$ cat config.mk
export PLATFORM = sky130hd
export DESIGN_NAME = xoodyak_cmd_seq_flat
export DESIGN_NICKNAME = d
export VERILOG_FILES = /design/src/rtl/xoodyak_pkg.sv /design/src/rtl/xoodyak_cmd_seq_if.sv /design/src/rtl/xoodyak_seq_slots.sv /design/src/rtl/xoodyak_cmd_seq.sv /design/src/flat_wrapper.sv
export SDC_FILE = /design/constraint.sdc
export NUM_CORES = 1
export LEC_CHECK = 0
export CAP_MARGIN = 20
export CORE_ASPECT_RATIO = 0.75
export CORE_MARGIN = 5
export CORE_UTILIZATION = 40
export CTS_CLUSTER_DIAMETER = 150
export DETAILED_ROUTE_END_ITERATION = 10
export DONT_BUFFER_PORTS = 1
export SLEW_MARGIN = 20
export SYNTH_ARGS = -nofsm -noshare
export SYNTH_HDL_FRONTEND = slang
export SYNTH_SLANG_ARGS = --single-unit
$ cat constraint.sdc
create_clock -name eph1 -period 5.4 [get_ports eph1]
set_input_delay 1.08 -clock eph1 [delete_from_list [all_inputs] [get_ports eph1]]
set_output_delay 1.08 -clock eph1 [all_outputs]
set_load 0.05 [all_outputs]
$ cat src/rtl/xoodyak_pkg.sv
// Shared types for the Xoodyak command sequencer: core opmodes and sequencer FSM states.
package xoodyak_pkg;

  typedef enum logic [3:0] {
    OP_IDLE    = 4'd0,
    OP_INIT    = 4'd1,
    OP_NONCE   = 4'd2,
    OP_ASSOC   = 4'd3,
    OP_CRYPT   = 4'd4,
    OP_DECRYPT = 4'd5,
    OP_SQUEEZE = 4'd6,
    OP_RATCHET = 4'd7
  } opmode_e;

  typedef enum logic [2:0] {
    S_IDLE,
    S_ISSUE,
    S_WAIT,
    S_ADV,
    S_ERR
  } state_e;

endpackage

$ cat src/rtl/xoodyak_cmd_seq_if.sv
// Command handshake between the sequencer (master) and the Xoodyak core (slave).
interface xoodyak_cmd_seq_if;
  logic       core_start;
  logic [3:0] core_opmode;
  logic       core_finished;

  modport master (output core_start, output core_opmode, input core_finished);
  modport slave  (input core_start, input core_opmode, output core_finished);
endinterface

$ cat src/rtl/xoodyak_seq_slots.sv
// Command slot register file: one write port, three asynchronous read ports
// (current slot, next slot opmode, slot 0 opmode).
module xoodyak_seq_slots #(
  parameter int DEPTH = 16,
  parameter int CW    = 8,
  parameter int AW    = $clog2(DEPTH)
) (
  input  logic          eph1,
  input  logic          reset,
  input  logic          we,
  input  logic [AW-1:0] waddr,
  input  logic [3:0]    wop,
  input  logic [CW-1:0] wcnt,
  input  logic [AW-1:0] raddr,
  output logic [3:0]    rop,
  output logic [CW-1:0] rcnt,
  input  logic [AW-1:0] naddr,
  output logic [3:0]    nop,
  output logic [3:0]    op0
);

  logic [3:0]    op_mem  [DEPTH];
  logic [CW-1:0] cnt_mem [DEPTH];

  // NOTE: the slot array is reset explicitly because an all-zero table means an empty list after reset.
  always_ff @(posedge eph1) begin
    if (reset) begin
      for (int i = 0; i < DEPTH; i++) begin
        op_mem[i]  <= '0;
        cnt_mem[i] <= '0;
      end
    end else if (we) begin
      op_mem[waddr]  <= wop;
      cnt_mem[waddr] <= wcnt;
    end
  end

  assign rop  = op_mem[raddr];
  assign rcnt = cnt_mem[raddr];
  assign nop  = op_mem[naddr];
  assign op0  = op_mem[0];

endmodule

$ cat src/rtl/xoodyak_cmd_seq.sv
// Xoodyak command sequencer: walks a programmed slot list, issuing each opmode
// count+1 times to the core, with looping, abort and a per-command timeout.
module xoodyak_cmd_seq #(
  parameter int DEPTH = 16,
  parameter int CW    = 8,
  parameter int TMO   = 1023
) (
  input  logic                     eph1,
  input  logic                     reset,
  input  logic                     cfg_we,
  input  logic [$clog2(DEPTH)-1:0] cfg_addr,
  input  logic [3:0]               cfg_opmode,
  input  logic [CW-1:0]            cfg_count,
  input  logic                     go,
  input  logic                     abort,
  input  logic                     loop_en,
  xoodyak_cmd_seq_if.master        core,
  output logic                     busy,
  output logic                     seq_done,
  output logic                     timeout_err,
  output logic [$clog2(DEPTH)-1:0] cur_slot,
  output logic [15:0]              issue_cnt
);
  import xoodyak_pkg::*;

  localparam int AW = $clog2(DEPTH);
  localparam int TW = $clog2(TMO + 1);
  localparam logic [TW-1:0] TMO_LAST = TW'(TMO - 1);

  state_e        state_q, state_d;
  logic [AW-1:0] cur_slot_d, nxt_slot;
  logic [15:0]   issue_cnt_d;
  logic [CW-1:0] rep_q, rep_d;
  logic [TW-1:0] tmo_q, tmo_d;
  logic          first_q, first_d;
  logic          done_d, terr_d;
  logic          wr_en;
  logic [3:0]    cur_op, nxt_op, op0;
  logic [CW-1:0] cur_cnt;

  assign wr_en    = cfg_we && (state_q == S_IDLE);
  assign nxt_slot = cur_slot + 1'b1;

  xoodyak_seq_slots #(.DEPTH(DEPTH), .CW(CW), .AW(AW)) u_slots (
    .eph1  (eph1),
    .reset (reset),
    .we    (wr_en),
    .waddr (cfg_addr),
    .wop   (cfg_opmode),
    .wcnt  (cfg_count),
    .raddr (cur_slot),
    .rop   (cur_op),
    .rcnt  (cur_cnt),
    .naddr (nxt_slot),
    .nop   (nxt_op),
    .op0   (op0)
  );

  // first_q marks that the next ISSUE is the slot's first, so rep_ctr is loaded there.
  // NOTE: every signal gets a default before the case so no path leaves one unassigned (no latches).
  always_comb begin
    state_d     = state_q;
    cur_slot_d  = cur_slot;
    issue_cnt_d = issue_cnt;
    rep_d       = rep_q;
    tmo_d       = tmo_q;
    first_d     = first_q;
    done_d      = 1'b0;
    terr_d      = timeout_err;
    if (abort) begin
      state_d = S_IDLE;
      terr_d  = 1'b0;
    end else begin
      unique case (state_q)
        S_IDLE: if (go) begin
          cur_slot_d  = '0;
          issue_cnt_d = '0;
          first_d     = 1'b1;
          if (op0 != OP_IDLE) state_d = S_ISSUE;
          else                done_d  = 1'b1;
        end
        S_ISSUE: begin
          issue_cnt_d = issue_cnt + 16'd1;
          if (first_q) rep_d = cur_cnt;
          first_d = 1'b0;
          tmo_d   = '0;
          state_d = S_WAIT;
        end
        S_WAIT: begin
          if (core.core_finished) begin
            if (rep_q != '0) begin
              rep_d   = rep_q - 1'b1;
              state_d = S_ISSUE;
            end else begin
              state_d = S_ADV;
            end
          end else if (tmo_q == TMO_LAST) begin
            state_d = S_ERR;
            terr_d  = 1'b1;
          end else begin
            tmo_d = tmo_q + 1'b1;
          end
        end
        S_ADV: begin
          first_d = 1'b1;
          if (cur_slot == AW'(DEPTH - 1) || nxt_op == OP_IDLE) begin
            if (loop_en && op0 != OP_IDLE) begin
              cur_slot_d = '0;
              state_d    = S_ISSUE;
            end else begin
              done_d  = 1'b1;
              state_d = S_IDLE;
            end
          end else begin
            cur_slot_d = nxt_slot;
            state_d    = S_ISSUE;
          end
        end
        S_ERR:   ;
        default: state_d = S_IDLE;
      endcase
    end
  end

  // NOTE: sequential state uses non-blocking assignments so all registers update together at the edge.
  always_ff @(posedge eph1) begin
    if (reset) begin
      state_q     <= S_IDLE;
      cur_slot    <= '0;
      issue_cnt   <= '0;
      rep_q       <= '0;
      tmo_q       <= '0;
      first_q     <= 1'b0;
      seq_done    <= 1'b0;
      timeout_err <= 1'b0;
    end else begin
      state_q     <= state_d;
      cur_slot    <= cur_slot_d;
      issue_cnt   <= issue_cnt_d;
      rep_q       <= rep_d;
      tmo_q       <= tmo_d;
      first_q     <= first_d;
      seq_done    <= done_d;
      timeout_err <= terr_d;
    end
  end

  assign busy             = (state_q != S_IDLE);
  assign core.core_start  = (state_q == S_ISSUE);
  assign core.core_opmode = (state_q == S_ISSUE || state_q == S_WAIT) ? cur_op : 4'd0;

endmodule
$ cat src/flat_wrapper.sv
// flat-port wrapper written by rule: the top's interface ports become plain ports
module xoodyak_cmd_seq_flat import xoodyak_pkg::*;
#(
  parameter int DEPTH = 16,
  parameter int CW    = 8,
  parameter int TMO   = 1023
)
  (eph1, reset, cfg_we, cfg_addr, cfg_opmode, cfg_count, go, abort, loop_en, busy, seq_done, timeout_err, cur_slot, issue_cnt, core_core_start, core_core_opmode, core_core_finished);
  xoodyak_cmd_seq_if core_i ();
  input  logic eph1;
  input  logic reset;
  input  logic cfg_we;
  input  logic [$clog2(DEPTH)-1:0] cfg_addr;
  input  logic [3:0] cfg_opmode;
  input  logic [CW-1:0] cfg_count;
  input  logic go;
  input  logic abort;
  input  logic loop_en;
  output logic busy;
  output logic seq_done;
  output logic timeout_err;
  output logic [$clog2(DEPTH)-1:0] cur_slot;
  output logic [15:0] issue_cnt;
  output wire logic [$bits(core_i.core_start)-1:0] core_core_start;
  output wire logic [$bits(core_i.core_opmode)-1:0] core_core_opmode;
  input wire logic [$bits(core_i.core_finished)-1:0] core_core_finished;
  assign core_core_start = core_i.core_start;
  assign core_core_opmode = core_i.core_opmode;
  assign core_i.core_finished = core_core_finished;
  xoodyak_cmd_seq #(.DEPTH(DEPTH), .CW(CW), .TMO(TMO)) u_core (.eph1(eph1), .reset(reset), .cfg_we(cfg_we), .cfg_addr(cfg_addr), .cfg_opmode(cfg_opmode), .cfg_count(cfg_count), .go(go), .abort(abort), .loop_en(loop_en), .core(core_i), .busy(busy), .seq_done(seq_done), .timeout_err(timeout_err), .cur_slot(cur_slot), .issue_cnt(issue_cnt));
endmodule
==> results of run 1 <==
[sequential cells by signal, summed over array words and instances (netlist names), named ones only]
| signal | count |
|---|---|
| u_core.u_slots.cnt_mem | 128 |
| u_core.u_slots.op_mem | 64 |
| u_core.issue_cnt | 16 |
| u_core.tmo_q | 10 |
| u_core.rep_q | 8 |
| u_core.cur_slot | 4 |
| u_core.state_q | 3 |
| u_core.first_q | 1 |
| u_core.seq_done | 1 |
| u_core.timeout_err | 1 |
[cell families after synthesis]
group / count (synthesis) / share of synthesized area
DFF: 240 / 0.587
adders and majority gates: 5 / 0.00546
xor gates and xnor gates: 21 / 0.0161
muxes: 62 / 0.122
and+or+nand+nor: 383 / 0.193
AOI/OAI and AO/OA: 78 / 0.0488
buffers and inverters: 68 / 0.0276
[layout make-up]
class,instances,area (µm²),area share
Inverter,11,41.3,0.00328
Clock buffer,34,682,0.0541
Multi-Input combinational cell,549,4410,0.350
Sequential cell,240,6730,0.534
Tap cell,385,482,0.0382
Clock inverter,10,104,0.00824
Timing Repair Buffer,20,150,0.0119
[Yosys cell counts (4+ instances only)]
cell      count  area share
mux4_2       60        0.12
nor4b_1       4      0.0031
o21ai_0      25       0.011
buf_2        11      0.0048
nor2_1       65       0.021
a22oi_1       7      0.0046
inv_1        10      0.0033
xnor2_1       9      0.0069
nor4_1       13      0.0071
xor2_1       12      0.0092
a21oi_1      12      0.0052
nor2b_1       6      0.0033
clkbuf_1     38       0.012
and2_1      193        0.11
nand3_1      12      0.0052
and3_1        4      0.0022
nor3_1       13      0.0057
ha_1          5      0.0055
or2_2         5      0.0027
a211oi_1      5      0.0033
nand2b_1      7      0.0038
nand2_1      25      0.0082
nand4_1      10      0.0055
or4_1         4      0.0026
edfxtp_1    192        0.50
dfxtp_1      48       0.084
[per-layer routing]
layer | track usage | vias up | wire (µm)
li1 | - | 3138 | -
met1 | 0.270 | 3375 | 13200
met2 | 0.240 | 239 | 11300
met3 | 0.0516 | 36 | 2420
met4 | 0.0322 | 0 | 427
met5 | 0 | - | 0
[worst register-to-register path: cells and delay by family (launching register included)]
family	cells	cell delay, ns
compound gates	4	0.88
mux	1	0.34
flops	1	0.77
simple gates	2	0.71
fa+ha+maj	1	0.53
[through the flow]
stage          std cells  cell area, µm²  worst slack, ns
4_1_cts             1249           12600             1.21
6_report            1249           12600             1.54
3_5_place_dp        1205           11800             1.79
5_1_grt             1249           12600             1.39
3_3_place_gp        1205           11800             1.82
2_1_floorplan        857           11500             2.10
[power groups by stage]
stage          sequential (W)  clock (W)  combinational (W)
3_5_place_dp          0.00212          0           0.000158
4_1_cts               0.00208    0.00171           0.000159
3_3_place_gp          0.00212          0           0.000156
6_report              0.00208    0.00168           0.000157
5_1_grt               0.00208    0.00178           0.000171
2_1_floorplan         0.00210          0           0.000119
[path summary, 6_finish.rpt]
path / from / end / slack [ns] / cells past startpoint
max reg2reg: u_core.cur_slot[1] / register / 2.05 / 8
max: register / core_core_opmode[0] / 1.54 / 3
min: u_core.first_q / u_core.first_q / 0.50 / 2
min reg2reg: u_core.first_q / u_core.first_q / 0.50 / 2
==> results.txt, run 1 <==
outcome: completed
P_int: 0.00308 W
Max clock buf depth: 3
area growth from synthesis to layout: 10.0%
Synth Flop Type: edfxtp_1
Tightest Pin Transition: 1.00 ns
Syn Nets: 885
diode count: 0
Sw Share: 0.213
Avg Synthesized Cell Area: 13.4 µm²
Util after Layout: 0.448
Max transition margin: 0.328
Seq cells post-synth: 240
Synth async-reset ratio: 0
gr usage total: 0.173
slowest cell on the critical path: dfxtp_2
sw power: 0.000834 W
PD cells: 311 nW/µm²
Worst Path Buf+Inv: 0
total of max-cap violations: 0
peak supply drop: 179 µV
CTS root buf: clkbuf_16
DRT iter0 DRCs: 600
most frequent cells in the layout: 193 x and2_1, 192 x edfxtp_1, 65 x nor2_1
final HPWL from detailed placement: 18,800 µm
Pins Over Slew Limit: 0
commonest non-fill, non-tap cell in the layout: and2_1
drc violations: 0
core box area: 28,100 µm²
Fmax achieved: 0.259 GHz
number of buffers added on ports: 0
vias per cell: 5.43
Comb power frac: 0.040
Period minus WS final: 3.86 ns
Placer Congestion: 0.790
Post-DRT Antenna Nets: 0
Yosys warning count: 0
Routed WL: 27,300 µm
worst path cell trace: mux4_1 -> mux4_2 -> nor2b_1
vias in the first global route: 6,649
total gr overflow: 0
CP peak stage delay: 0.83 ns
clk_lat worst skew: 0.54 ns
# H-tree levels: 1
Final Hold Vio Count: 0
final setup fails: 0
DIE WIDTH: 205 µm
Setup TNS: 0 ns
postcts setup bufs: 0
# fillers: 2,556
CP Class: reg -> out
WP data required: 4.32 ns
Mapped Area: 11,500 µm²
Initial Util: 0.407
final worst path period share: 0.716
via count: 6,788
Post-synth EDFFs: 192
worst min-delay path class: reg -> reg
cts repair resizes: 0
row cnt: 53
CTS sink cnt: 240
Detailed Routing Iterations Pass 1: 5
Clock transition at path regs: 0.07 ns
Power Total: 0.00392 W
unrepaired setup endpoints after global routing: no
Seq pwr share: 0.531
CTS tree: built
Chip Height: 157 µm
clock power share: 0.429
cts hold-fix bufs: 0
initial antenna violation count: 0
largest net degree at the start of global routing: 36
crit path launch type: register
sequential cell area fraction in the yosys report: 0.587
Min Hold Slack: 0.501 ns
Distinct cells, synth: 69
final net count: 874
Crit path max-delay family: multiplexers
die area: 32,200 µm²
CP Max Fanout: 24
total CTS buffers: 24
clock skew: 0.0294 ns
boundary pin count: 51
Worst setup EP type: primary output
Post-Syn Instances: 857
first-pass GRT wire length: 42,200 µm
wire per inst: 21.9 µm
data arrival time of the critical path: 2.78 ns
layout cells sized above 1: 0.162
P_leak: 4.35 nW
Power figures use the tool's default switching activity.
==> run 2, diff against run 1 <==
==> constraint.sdc (replaced) <==
create_clock -name eph1 -period 3.7 [get_ports eph1]
set_input_delay 0.74 -clock eph1 [delete_from_list [all_inputs] [get_ports eph1]]
set_output_delay 0.74 -clock eph1 [all_outputs]
set_load 0.05 [all_outputs]
==> run 2 against run 1 <==
Compared with the run above: clock skew down 0.012 ns; flip-flop and latch count unchanged; non-clock buffer count up 15; die area unchanged; utilization up 0.20 points; final area up 0.46%; wire length up 6.0%; hold slack worse by 0.22 ns; highest routed layer unchanged; cell count up 1.2%; first-iteration DRC count up 12%; total power up 43%.
==> results.txt, run 2 (same netlist as run 1, synthesis figures left out) <==
outcome: completed
initial antenna violation count: 0
final net count: 890
Top reg by flops: u_core.u_slots.cnt_mem
data arrival time of the critical path: 2.66 ns
total CTS buffers: 25
DRT iter0 DRCs: 674
# H-tree levels: 1
Period minus WS final: 3.40 ns
commonest non-fill, non-tap cell in the layout: and2_1
max FFs per register: 128
reg2reg start: u_core.cur_slot[0]
cell count of the worst reg-to-reg path: 8
largest registers: u_core.u_slots.cnt_mem (128), u_core.u_slots.op_mem (64), u_core.issue_cnt (16)
Hold Path End: u_core.issue_cnt[0]
Initial Util: 0.407
gr usage total: 0.180
Chip Height: 157 µm
clock skew: 0.0176 ns
CP Max Fanout: 18
slack of the worst reg-to-reg path: 0.81 ns
Max transition margin: 0.364
total of max-cap violations: 0
Fmax achieved: 0.294 GHz
final setup fails: 0
core box area: 28,100 µm²
hold depth: 1
peak supply drop: 284 µV
final HPWL from detailed placement: 19,200 µm
Max clock buf depth: 3
Place WS: 0.821 ns
Worst setup EP type: primary output
DIE WIDTH: 205 µm
cts repair resizes: 0
CP Class: reg -> out
diode count: 0
total gr overflow: 0
Tightest Pin Transition: 0.952 ns
hold_sp: reset
CTS sink cnt: 240
wire per inst: 22.9 µm
postcts setup bufs: 0
CTS root buf: clkbuf_16
unrepaired setup endpoints after global routing: no
Post-DRT Antenna Nets: 0
worst path cell trace: mux4_1 -> mux4_2 -> nor2b_1
P_leak: 4.41 nW
layout cells sized above 1: 0.176
vias per cell: 5.46
slowest cell on the critical path: dfxtp_2
crit path launch type: register
worst min-delay path class: in -> reg
Detailed Routing Iterations Pass 1: 5
clk_lat worst skew: 0.54 ns
area growth from synthesis to layout: 10.5%
first-pass GRT wire length: 43,500 µm
CP peak stage delay: 0.68 ns
boundary pin count: 51
Pins Over Slew Limit: 0
row cnt: 53
via count: 6,907
cts hold-fix bufs: 0
Routed WL: 28,900 µm
Setup TNS: 0 ns
Placer Congestion: 0.823
Final Hold Vio Count: 0
largest net degree at the start of global routing: 22
drc violations: 0
final worst path period share: 0.919
number of buffers added on ports: 0
vias in the first global route: 6,766
PD cells: 444 nW/µm²
Setup WS post-layout: 0.301 ns
most frequent cells in the layout: 193 x and2_1, 192 x edfxtp_1, 65 x nor2_1
die area: 32,200 µm²
Clock transition at path regs: 0.06 ns
WP data required: 2.96 ns
CTS tree: built
[run 2: power by group]
part           internal (W)  total (W)  switching [W]
registers           0.00299    0.00303      0.0000426
logic             0.0000851   0.000238       0.000153
clock network       0.00127    0.00234        0.00108
total               0.00434    0.00562        0.00127
[run 2: area by class of cell]
class	instances	area, µm²
fillers	2585	15500
flip-flops and latches	240	6730
multi-input cells	549	4410
clock buffers	32	662
well taps	385	482
repair buffers	35	263
clock inverters	12	71.3
inverters	11	41.3
[run 2: worst max-delay path, delay by kind of cell, from the launching register on]
family        cells  cell delay, ns
flops             1            0.68
mux               2            1.13
simple gates      1            0.31
[run 2: stage by stage]
stage | cells | total power [W] | hold WS (ns) | area, µm² | utilization
after floorplan | 857 | 0.00325 | 0.441 | 11500 | -
after global placement | 1220 | 0.00333 | 0.460 | 11900 | 0.424
after detailed placement | 1220 | 0.00333 | 0.476 | 11900 | 0.424
after CTS | 1264 | 0.00565 | 0.257 | 12700 | 0.450
after global routing | 1264 | 0.00580 | 0.248 | 12700 | 0.450
final | 1264 | 0.00562 | 0.277 | 12700 | 0.450
[run 2: routing by layer]
| layer | up-vias | routed length, µm | track usage |
|---|---|---|---|
| li1 | 3167 | - | - |
| met4 | 0 | 426 | 0.0312 |
| met2 | 207 | 12400 | 0.260 |
| met3 | 31 | 2270 | 0.0516 |
| met1 | 3502 | 13900 | 0.276 |
| met5 | - | 0 | 0 |
[run 2: worst max path at each step]
stage,endpoint,slack [ns],cells after the start
floorplan,core_core_opmode[0],0.74,6
global placement,core_core_opmode[0],0.85,3
detailed placement,core_core_opmode[0],0.82,3
CTS,core_core_opmode[0],0.23,3
global route,core_core_opmode[0],0.15,3
finish,core_core_opmode[0],0.30,3
